`src/rtl/pe_row_feeder_pkg.sv`:
```
// pe_row_feeder_pkg: shared widths, beat counts, FSM state type and tap clamp helper
package pe_row_feeder_pkg;
    localparam int DATA_W = 16;
    localparam int N_ELEM = 16;
    localparam int FLUSH_BEATS = 2;
    typedef enum logic [2:0] {IDLE, PREP, STREAM, FLUSH, DONE} feeder_state_t;
    function automatic logic [4:0] clamp_ntap(input logic [4:0] n);
        return (n > 5'd16) ? 5'd16 : n;
    endfunction
endpackage

```
`src/rtl/pe_row_feeder_if.sv`:
```
// pe_row_feeder_if: valid/ready buffer write port (master = SRAM read side, slave = feeder)
interface pe_row_feeder_if import pe_row_feeder_pkg::*; ();
    logic valid;
    logic ready;
    logic sel;
    logic [3:0] addr;
    logic [DATA_W-1:0] data;
    modport master(output valid, sel, addr, data, input ready);
    modport slave(input valid, sel, addr, data, output ready);
endinterface

```
`src/rtl/pe_row_feeder_buf.sv`:
```
// feeder_buf: 16-entry register file, one write port, one combinational read port
module feeder_buf import pe_row_feeder_pkg::*; (
    input  logic              clk,
    input  logic              rstn,
    input  logic              we,
    input  logic [3:0]        wa,
    input  logic [DATA_W-1:0] wd,
    input  logic [3:0]        ra,
    output logic [DATA_W-1:0] rd
);
    logic [DATA_W-1:0] mem [N_ELEM];
    // entries clear on reset, otherwise take the write
    always_ff @(posedge clk or negedge rstn)
        if (!rstn) for (int i = 0; i < N_ELEM; i++) mem[i] <= '0;
        else if (we) mem[wa] <= wd;
    assign rd = mem[ra];
endmodule

```
`src/rtl/pe_row_feeder.sv`:
```
// pe_row_feeder: streams activation/filter beats into a 16-PE row, then flushes; PE_FEEDER_REPEAT_EN adds i_nrep back-to-back passes
module pe_row_feeder import pe_row_feeder_pkg::*; (
    input  logic              clk,
    input  logic              rstn,
    pe_row_feeder_if.slave    wr,
    input  logic [4:0]        i_ntap,
`ifdef PE_FEEDER_REPEAT_EN
    input  logic [3:0]        i_nrep,
`endif
    input  logic              i_start,
    output logic              o_busy,
    output logic              o_done,
    output logic              o_en,
    output logic [DATA_W-1:0] o_r,
    output logic [DATA_W-1:0] o_f
);
    feeder_state_t state, state_n;
    logic [4:0] cnt, cnt_n, ntap_q, ntap_n;
    logic [DATA_W-1:0] act_rd, flt_rd, r_n, f_n;
    logic en_n, done_n, busy_n, ready_n, we, more, last;

    assign we = wr.valid && state == IDLE;
    assign last = cnt == 5'(N_ELEM - 1);

    feeder_buf u_act (.clk(clk), .rstn(rstn), .we(we && !wr.sel), .wa(wr.addr), .wd(wr.data), .ra(cnt[3:0]), .rd(act_rd));
    feeder_buf u_flt (.clk(clk), .rstn(rstn), .we(we && wr.sel), .wa(wr.addr), .wd(wr.data), .ra(cnt[3:0]), .rd(flt_rd));

`ifdef PE_FEEDER_REPEAT_EN
    logic [3:0] rep, nrep_q;
    assign more = rep != nrep_q;
    // pass counter restarts in PREP and advances at the end of every non-final pass
    always_ff @(posedge clk or negedge rstn)
        if (!rstn) begin
            rep <= '0;
            nrep_q <= '0;
        end else begin
            if (state == IDLE && i_start) nrep_q <= i_nrep;
            rep <= (state == PREP) ? '0 : (state == STREAM && last && more) ? rep + 4'd1 : rep;
        end
`else
    assign more = 1'b0;
`endif

    // next state, beat counter and the values the output registers capture
    always_comb begin
        state_n = state;
        cnt_n = cnt;
        ntap_n = ntap_q;
        case (state)
            IDLE: if (i_start) begin
                state_n = PREP;
                ntap_n = clamp_ntap(i_ntap);
            end
            PREP: begin
                state_n = STREAM;
                cnt_n = '0;
            end
            STREAM: begin
                cnt_n = last ? '0 : cnt + 5'd1;
                state_n = (last && !more) ? FLUSH : STREAM;
            end
            FLUSH: begin
                cnt_n = (cnt == 5'(FLUSH_BEATS - 1)) ? '0 : cnt + 5'd1;
                state_n = (cnt == 5'(FLUSH_BEATS - 1)) ? DONE : FLUSH;
            end
            DONE: state_n = IDLE;
            default: state_n = IDLE;
        endcase
        en_n = state == STREAM || state == FLUSH;
        r_n = (state == STREAM) ? act_rd : '0;
        f_n = (state == STREAM && cnt < ntap_q) ? flt_rd : '0;
        done_n = state == DONE;
        busy_n = state != IDLE;
        ready_n = state_n == IDLE;
    end

    // state and registered outputs; reset aborts a run with outputs forced low
    always_ff @(posedge clk or negedge rstn)
        if (!rstn) begin
            state <= IDLE;
            cnt <= '0;
            ntap_q <= '0;
            o_en <= 1'b0;
            o_r <= '0;
            o_f <= '0;
            o_done <= 1'b0;
            o_busy <= 1'b0;
            wr.ready <= 1'b1;
        end else begin
            state <= state_n;
            cnt <= cnt_n;
            ntap_q <= ntap_n;
            o_en <= en_n;
            o_r <= r_n;
            o_f <= f_n;
            o_done <= done_n;
            o_busy <= busy_n;
            wr.ready <= ready_n;
        end
endmodule

```
`src/flat_wrapper.sv`:
```
// flat-port wrapper written by rule: the top's interface ports become plain ports
module pe_row_feeder_flat import pe_row_feeder_pkg::*;
  (clk, rstn, i_ntap, i_start, o_busy, o_done, o_en, o_r, o_f, wr_valid, wr_sel, wr_addr, wr_data, wr_ready);
  pe_row_feeder_if wr_i ();
  input  logic clk;
  input  logic rstn;
  input  logic [4:0] i_ntap;
  input  logic i_start;
  output logic o_busy;
  output logic o_done;
  output logic o_en;
  output logic [DATA_W-1:0] o_r;
  output logic [DATA_W-1:0] o_f;
  input wire logic [$bits(wr_i.valid)-1:0] wr_valid;
  input wire logic [$bits(wr_i.sel)-1:0] wr_sel;
  input wire logic [$bits(wr_i.addr)-1:0] wr_addr;
  input wire logic [$bits(wr_i.data)-1:0] wr_data;
  output wire logic [$bits(wr_i.ready)-1:0] wr_ready;
  assign wr_i.valid = wr_valid;
  assign wr_i.sel = wr_sel;
  assign wr_i.addr = wr_addr;
  assign wr_i.data = wr_data;
  assign wr_ready = wr_i.ready;
  pe_row_feeder u_core (.clk(clk), .rstn(rstn), .wr(wr_i), .i_ntap(i_ntap), .i_start(i_start), .o_busy(o_busy), .o_done(o_done), .o_en(o_en), .o_r(o_r), .o_f(o_f));
endmodule
```
`config.mk`:
```
export PLATFORM = sky130hd
export DESIGN_NAME = pe_row_feeder_flat
export DESIGN_NICKNAME = d
export VERILOG_FILES = /design/src/rtl/pe_row_feeder_pkg.sv /design/src/rtl/pe_row_feeder_if.sv /design/src/rtl/pe_row_feeder_buf.sv /design/src/rtl/pe_row_feeder.sv /design/src/flat_wrapper.sv
export SDC_FILE = /design/constraint.sdc
export NUM_CORES = 1
export LEC_CHECK = 0
export BUFFER_PORTS_ARGS = -buffer_cell sky130_fd_sc_hd__clkbuf_2
export CORE_MARGIN = 2
export CORE_UTILIZATION = 25
export CTS_CLUSTER_SIZE = 12
export DETAILED_ROUTE_END_ITERATION = 10
export GPL_ROUTABILITY_DRIVEN = 1
export GPL_TIMING_DRIVEN = 1
export SKIP_CTS_REPAIR_TIMING = 1
export SYNTH_ARGS = -nofsm -noshare
export SYNTH_HDL_FRONTEND = slang
export SYNTH_SLANG_ARGS = --single-unit
```
`constraint.sdc`:
```
create_clock -name clk -period 3.4 [get_ports clk]
set_clock_uncertainty 0.1 [all_clocks]
set_input_delay 0.17 -clock clk [delete_from_list [all_inputs] [get_ports clk]]
set_output_delay 0.17 -clock clk [all_outputs]
set_load 0.02 [all_outputs]
```
==> metrics.yaml, run 1 <==
synth_edf_count: 0
dpl_cell_area_um2: 27100
antenna_left: 0
maxCapViolations: 0
fill_cells: 9894
path_clk_slew_ps: 60
cell_internal_pwr_mw: 14.7
syn_area_per_cell_um2: 15.9
drt_iter0_markers: 746
fin_area_um2: 29200
synth_xor_area_share_pct: 0
die_area_um2: 103000
grt_usage_pct: 12.4
synth_area_um2: 25200
start_kind: "flip-flop"
final-setup-viol-count: 0
yosys.area.top_type: "dfrtp_1"
vias: 14000
clock_path_buffers: 3
vias_per_cell: 4.71
hold_path.class: "input port to asynchronous set/reset pin"
muxShareOfSynthArea_pct: 35.6
worst_slew_pin_slew_ps: 1040
synthSimpleGateAreaFrac_pct: 2.98
synth.area.top_cells: "dfrtp_1 (56%), mux2_2 (22%), mux4_2 (11%)"
grt_pass1_vias: 15600
clock_latency_ps: 620
max_slew_margin_pct: 30.8
power_switching_share_pct: 30.2
cts_buffers: 61
ys_async_sr_fraction_pct: 100
power_leakage_nw: 13.5
wirelength_um: 63500
yosysMostFrequentCell: "dfrtp_1"
antenna_found_initial: 8
dp_hpwl_um: 39400
routedWlPerCell_um: 21.3
critPathKind: "flip-flop to flip-flop"
cp.required_ps: 3790
die_h_um: 322
comb_power_share_pct: 26.0
rows: 116
clockRootBuffer: "clkbuf_16"
synthFlopType: "dfrtp_1"
worstPathArrival_ps: 3090
fp.dieW_um: 322
fin_tns_setup_ps: 0
p_sw_mw: 6.33
crit_fanout: 16
nets: 1677
synthAdderAreaFrac_pct: 0.397
place_congestion: 0.728
synth_compound_area_share_pct: 2.44
ios: 66
core_area_um2: 100000
p_clk_share_pct: 31.4
total_power_mw: 21.0
r2r_cells: 6
drc: 0
period_share_pct: 79.5
ir_worst_vdd_mv: 0.409
grt_first_pass_wirelength_um: 98400
ys_warn_count: 0
cp-end-kind: "flip-flop"
syn_inst: 1583
slew_violations: 0
synth_top_family_by_area: "multiplexers"
p_per_area_nw_per_um2: 718
grt_max_degree: 96
ys_seq_area_share_pct: 55.6
synth_nets: 1621
pre_cts_slack_ps: 682
diodes: 0
status: "completed"
cts_tree: "yes"
min_period_ps: 2700
htreeDepth: 2
grt-ovfl-total: 0
drive_above_1_share_pct: 53.3
port_buffers: 65
yosysUniqueCellTypes: 47
start_util_pct: 25.2
syn2layout_area_growth_pct: 15.9
worst_slack_ps: 698
rsz0062_at_grt: "false"
max_freq_mhz: 370
cts.sinks: 561
yosys-top-cells-count: "dfrtp_1 (560), mux2_2 (503), mux4_2 (128)"
pwr-share-seq_pct: 42.6
first_pass_iters: 5
synth_top_area_share_pct: 55.5
ys_ff_latch: 561
hold_viol_final: 0
cell type report:
type / count / area [µm²] / share of cell area, %
Clock buffer: 93 / 1920 / 6.56
Timing Repair Buffer: 138 / 1050 / 3.60
Inverter: 9 / 33.8 / 0.116
Multi-Input combinational cell: 868 / 10500 / 35.8
Tap cell: 1298 / 1620 / 5.55
Clock inverter: 13 / 106 / 0.364
Sequential cell: 561 / 14000 / 48.0
state kept, by name (all words and copies together), names as in the netlist, 3 cells and up:
signal            flops
u_core.ntap_q         5
u_core.cnt            5
u_core.o_r           16
u_core.u_flt.mem    256
u_core.o_f           16
u_core.state          3
u_core.u_act.mem    256
placed cells by master (no fill, tap or decap), types with 11 or more instances in the layout:
cell and instances:
mux2i_1 33, nor2_1 22, nand2_1 12, buf_4 49
nor2_2 13, a211oi_1 16, dfrtp_1 557, mux2_2 503
clkbuf_16 62, clkbuf_2 64, buf_12 11, mux4_2 128
dlygate4sd3_1 13, a22o_1 32, clkbuf_8 25, o22ai_1 16
power groups by stage:
stage,logic (mW),clock network [mW],registers (mW)
2_1_floorplan,3.97,0,8.70
3_3_place_gp,5.40,0,8.95
3_5_place_dp,5.53,0,9.06
4_1_cts,5.55,6.77,8.94
5_1_grt,5.90,7.06,9.11
6_report,5.46,6.60,8.93
critical path: stages, from the launching register on:
cell and delay (ps):
dfrtp_1 370, buf_4 190, nor4b_4 550, and2_1 220
buf_4 340, nand3_4 340, mux2_1 460
through the flow:
stage / hold slack [ps] / instances / utilization [%]
after floorplan: -226 / 1583 / -
after global placement: 173 / 2861 / 27.0
after detailed placement: 181 / 2861 / 27.0
after CTS: -481 / 2967 / 29.1
after global routing: 136 / 2980 / 29.2
final: 60.9 / 2980 / 29.2
final timing paths:
path	start	to	slack, ps
setup / recovery	u_core.state[0]$_DFF_PN0_	u_core.u_flt.mem[223]$_DFFE_PN0P_	700
hold / removal	rstn	u_core.u_flt.mem[31]$_DFFE_PN0P_	60
setup reg to reg	u_core.state[0]$_DFF_PN0_	u_core.u_flt.mem[223]$_DFFE_PN0P_	700
hold reg to reg	u_core.u_flt.mem[212]$_DFFE_PN0P_	u_core.u_flt.mem[212]$_DFFE_PN0P_	390
max in group asynchronous	rstn	u_core.wr.ready$_DFF_PN1_	2140
min in group clk	wr_data[1]	u_core.u_flt.mem[209]$_DFFE_PN0P_	210
routing by layer:
metal	routed length [µm]	GRT usage, %	up-vias
li1	-	-	5995
met5	97	0	-
met2	30100	19.9	263
met4	1410	3.36	16
met3	2910	2.77	105
met1	28900	16.9	7656
cells by family (layout without fill, tap and decap cells):
kind of cell,after synthesis,count (layout)
compound gates,82,82
fa+ha+maj,8,8
flops,561,561
mux,674,674
buf+inv,154,253
simple gates,104,104
Note: power is estimated with default switching activity, not from simulation.
==> run 2, diff against run 1 <==
==> constraint.sdc (replaced) <==
create_clock -name clk -period 2.52 [get_ports clk]
set_clock_uncertainty 0.1 [all_clocks]
set_input_delay 0.126 -clock clk [delete_from_list [all_inputs] [get_ports clk]]
set_output_delay 0.126 -clock clk [all_outputs]
set_load 0.02 [all_outputs]
==> run 2 against run 1 <==
Net effect:
- utilization up 0.59 points
- cell count up 0.77%
- maximum frequency up 14%
==> metrics.yaml, run 2 (synthesis gave the netlist of run 1 again) <==
cts_tree: "yes"
antenna_found_initial: 8  # unchanged
grt_usage_pct: 12.5  # +0.085 points
top_regs: "u_core.u_act.mem (256), u_core.u_flt.mem (256)"
worstPathArrival_ps: 2760  # -330 ps
ios: 66  # unchanged
routedWlPerCell_um: 21.4  # +0.62%
grt-ovfl-total: 0  # unchanged
grt_first_pass_wirelength_um: 98700  # +0.22%
path_delay_family: "simple AND/OR/NAND/NOR gates"
critPathKind: "flip-flop to flip-flop"
max_slew_margin_pct: 48.8  # +18 points
antenna_left: 0  # unchanged
maxCapViolations: 0  # unchanged
htreeDepth: 2  # unchanged
path_clk_slew_ps: 60  # about the same
ir_worst_vdd_mv: 0.579  # +42%
start_util_pct: 25.2  # unchanged
hold_viol_final: 0  # unchanged
cp-end-kind: "flip-flop"
power_leakage_nw: 13.8  # +1.7%
p_per_area_nw_per_um2: 966  # +35%
period_share_pct: 94.0  # +15 points
max_freq_mhz: 422  # +14%
first_pass_iters: 6  # +1
path_cells: "nor4b_4, buf_4, nand3b_1, nor3_2, buf_12, mux2_2"
vias_per_cell: 4.71  # about the same
dp_hpwl_um: 39500  # +0.17%
rows: 116  # unchanged
worst_path_largest_cell_delay_ps: 480  # -70 ps
nets: 1694  # +1.0%
port_buffers: 65  # unchanged
status: "completed"
cp.required_ps: 2910  # -880 ps
cts_buffers: 60  # -1.6%
cts.sinks: 561  # unchanged
crit_start: "u_core.state[2]$_DFF_PN0_"
fin_cells: 3003  # +0.77%
hold_path.class: "input port to asynchronous set/reset pin"
worst_slew_pin_slew_ps: 769  # -270 ps
grt_max_degree: 79  # -18%
place_congestion: 0.735  # +1.0%
layout_commonest_cell: "dfrtp_1"
clock_path_buffers: 3  # unchanged
clock_latency_ps: 630  # about the same
grt_pass1_vias: 15900  # +2.1%
r2r-start: "u_core.state[2]$_DFF_PN0_"
critPathBufInv: 2  # unchanged
syn2layout_area_growth_pct: 18.2
min_period_ps: 2370  # -333 ps
drt_iter0_markers: 974  # +31%
fp.dieW_um: 322  # unchanged
wirelength_um: 64400  # +1.4%
core_area_um2: 100000  # unchanged
die_area_um2: 103000  # unchanged
start_kind: "flip-flop"
crit_fanout: 16  # unchanged
slew_violations: 0  # unchanged
drc: 0  # unchanged
drive_above_1_share_pct: 53.2  # about the same
vias: 14100  # +0.81%
hold_ws_ps: 18.8  # -42.1 ps
final-setup-viol-count: 0  # unchanged
clockRootBuffer: "clkbuf_16"
cp_slowest_cell: "dfrtp_1"
die_h_um: 322  # unchanged
total_power_mw: 28.8  # +37%
dp.cells: 2877  # +0.56%
rsz0062_at_grt: "false"
most-common-layout-cells: "dfrtp_1 (557), mux2_2 (503), mux4_2 (128)"
==> run 2: cell types whose count changed in the layout (fill, tap and decap cells not counted), sizes merged <==
cell         before  now
buf              61   77
clkbuf          157  161
bufinv            1    4
clkinv           10    7
clkinvlp          2    0
dlygate4sd3      13   15
inv               9   11
diode             0    1
==> run 2: worst register-to-register path, delay by kind of cell, from the launching register on <==
family | cells | cell delay (ps)
multiplexers | 1 | 380
buffers and inverters | 2 | 450
AND/OR/NAND/NOR | 3 | 830
flip-flops | 1 | 480
==> run 2: worst paths after layout <==
check	end	slack, ps	cells past startpoint
min reg2reg	u_core.u_flt.mem[209]$_DFFE_PN0P_	400	1
min in group clk	u_core.u_flt.mem[3]$_DFFE_PN0P_	130	4
min	u_core.u_flt.mem[16]$_DFFE_PN0P_	20	2
max	u_core.u_act.mem[253]$_DFFE_PN0P_	150	6
max reg2reg	u_core.u_act.mem[253]$_DFFE_PN0P_	150	6
max in group asynchronous	u_core.u_act.mem[178]$_DFFE_PN0P_	1390	3
==> run 2: stage by stage <==
step / instance area, µm² / utilization, % / setup TNS [ps] / worst slack [ps]
detailed placement: 27600 / 27.6 / 0 / 3.27
CTS: 29700 / 29.6 / -11.4 / -11.4
floorplan: 25200 / - / 0 / 128
global placement: 27600 / 27.6 / 0 / 37.4
global route: 29800 / 29.8 / 0 / 16.6
finish: 29800 / 29.8 / 0 / 150
==> run 2: final cells by class <==
| class | instances | area, µm² |
|---|---|---|
| inverter | 9 | 33.8 |
| tap | 1298 | 1620 |
| timing repair buffer | 156 | 1620 |
| fill | 9831 | 70300 |
| clock inverter | 13 | 180 |
| sequential | 561 | 14000 |
| antenna | 1 | 2.50 |
| multi-input combinational | 868 | 10500 |
| clock buffer | 97 | 1860 |
==> run 2: routing by layer <==
layer  track usage, %  wire, µm
met4             3.14      1310
met3             2.68      2810
met1             16.8     29300
met2             20.5     30800
met5                0       111
==> run 2: power by group <==
| part | switching (mW) | leakage [nW] | total, mW | internal [mW] |
|---|---|---|---|---|
| logic | 4.03 | 5.13 | 7.94 | 3.91 |
| registers | 1.07 | 7.64 | 11.9 | 10.8 |
| clock network | 3.56 | 1.01 | 8.98 | 5.42 |
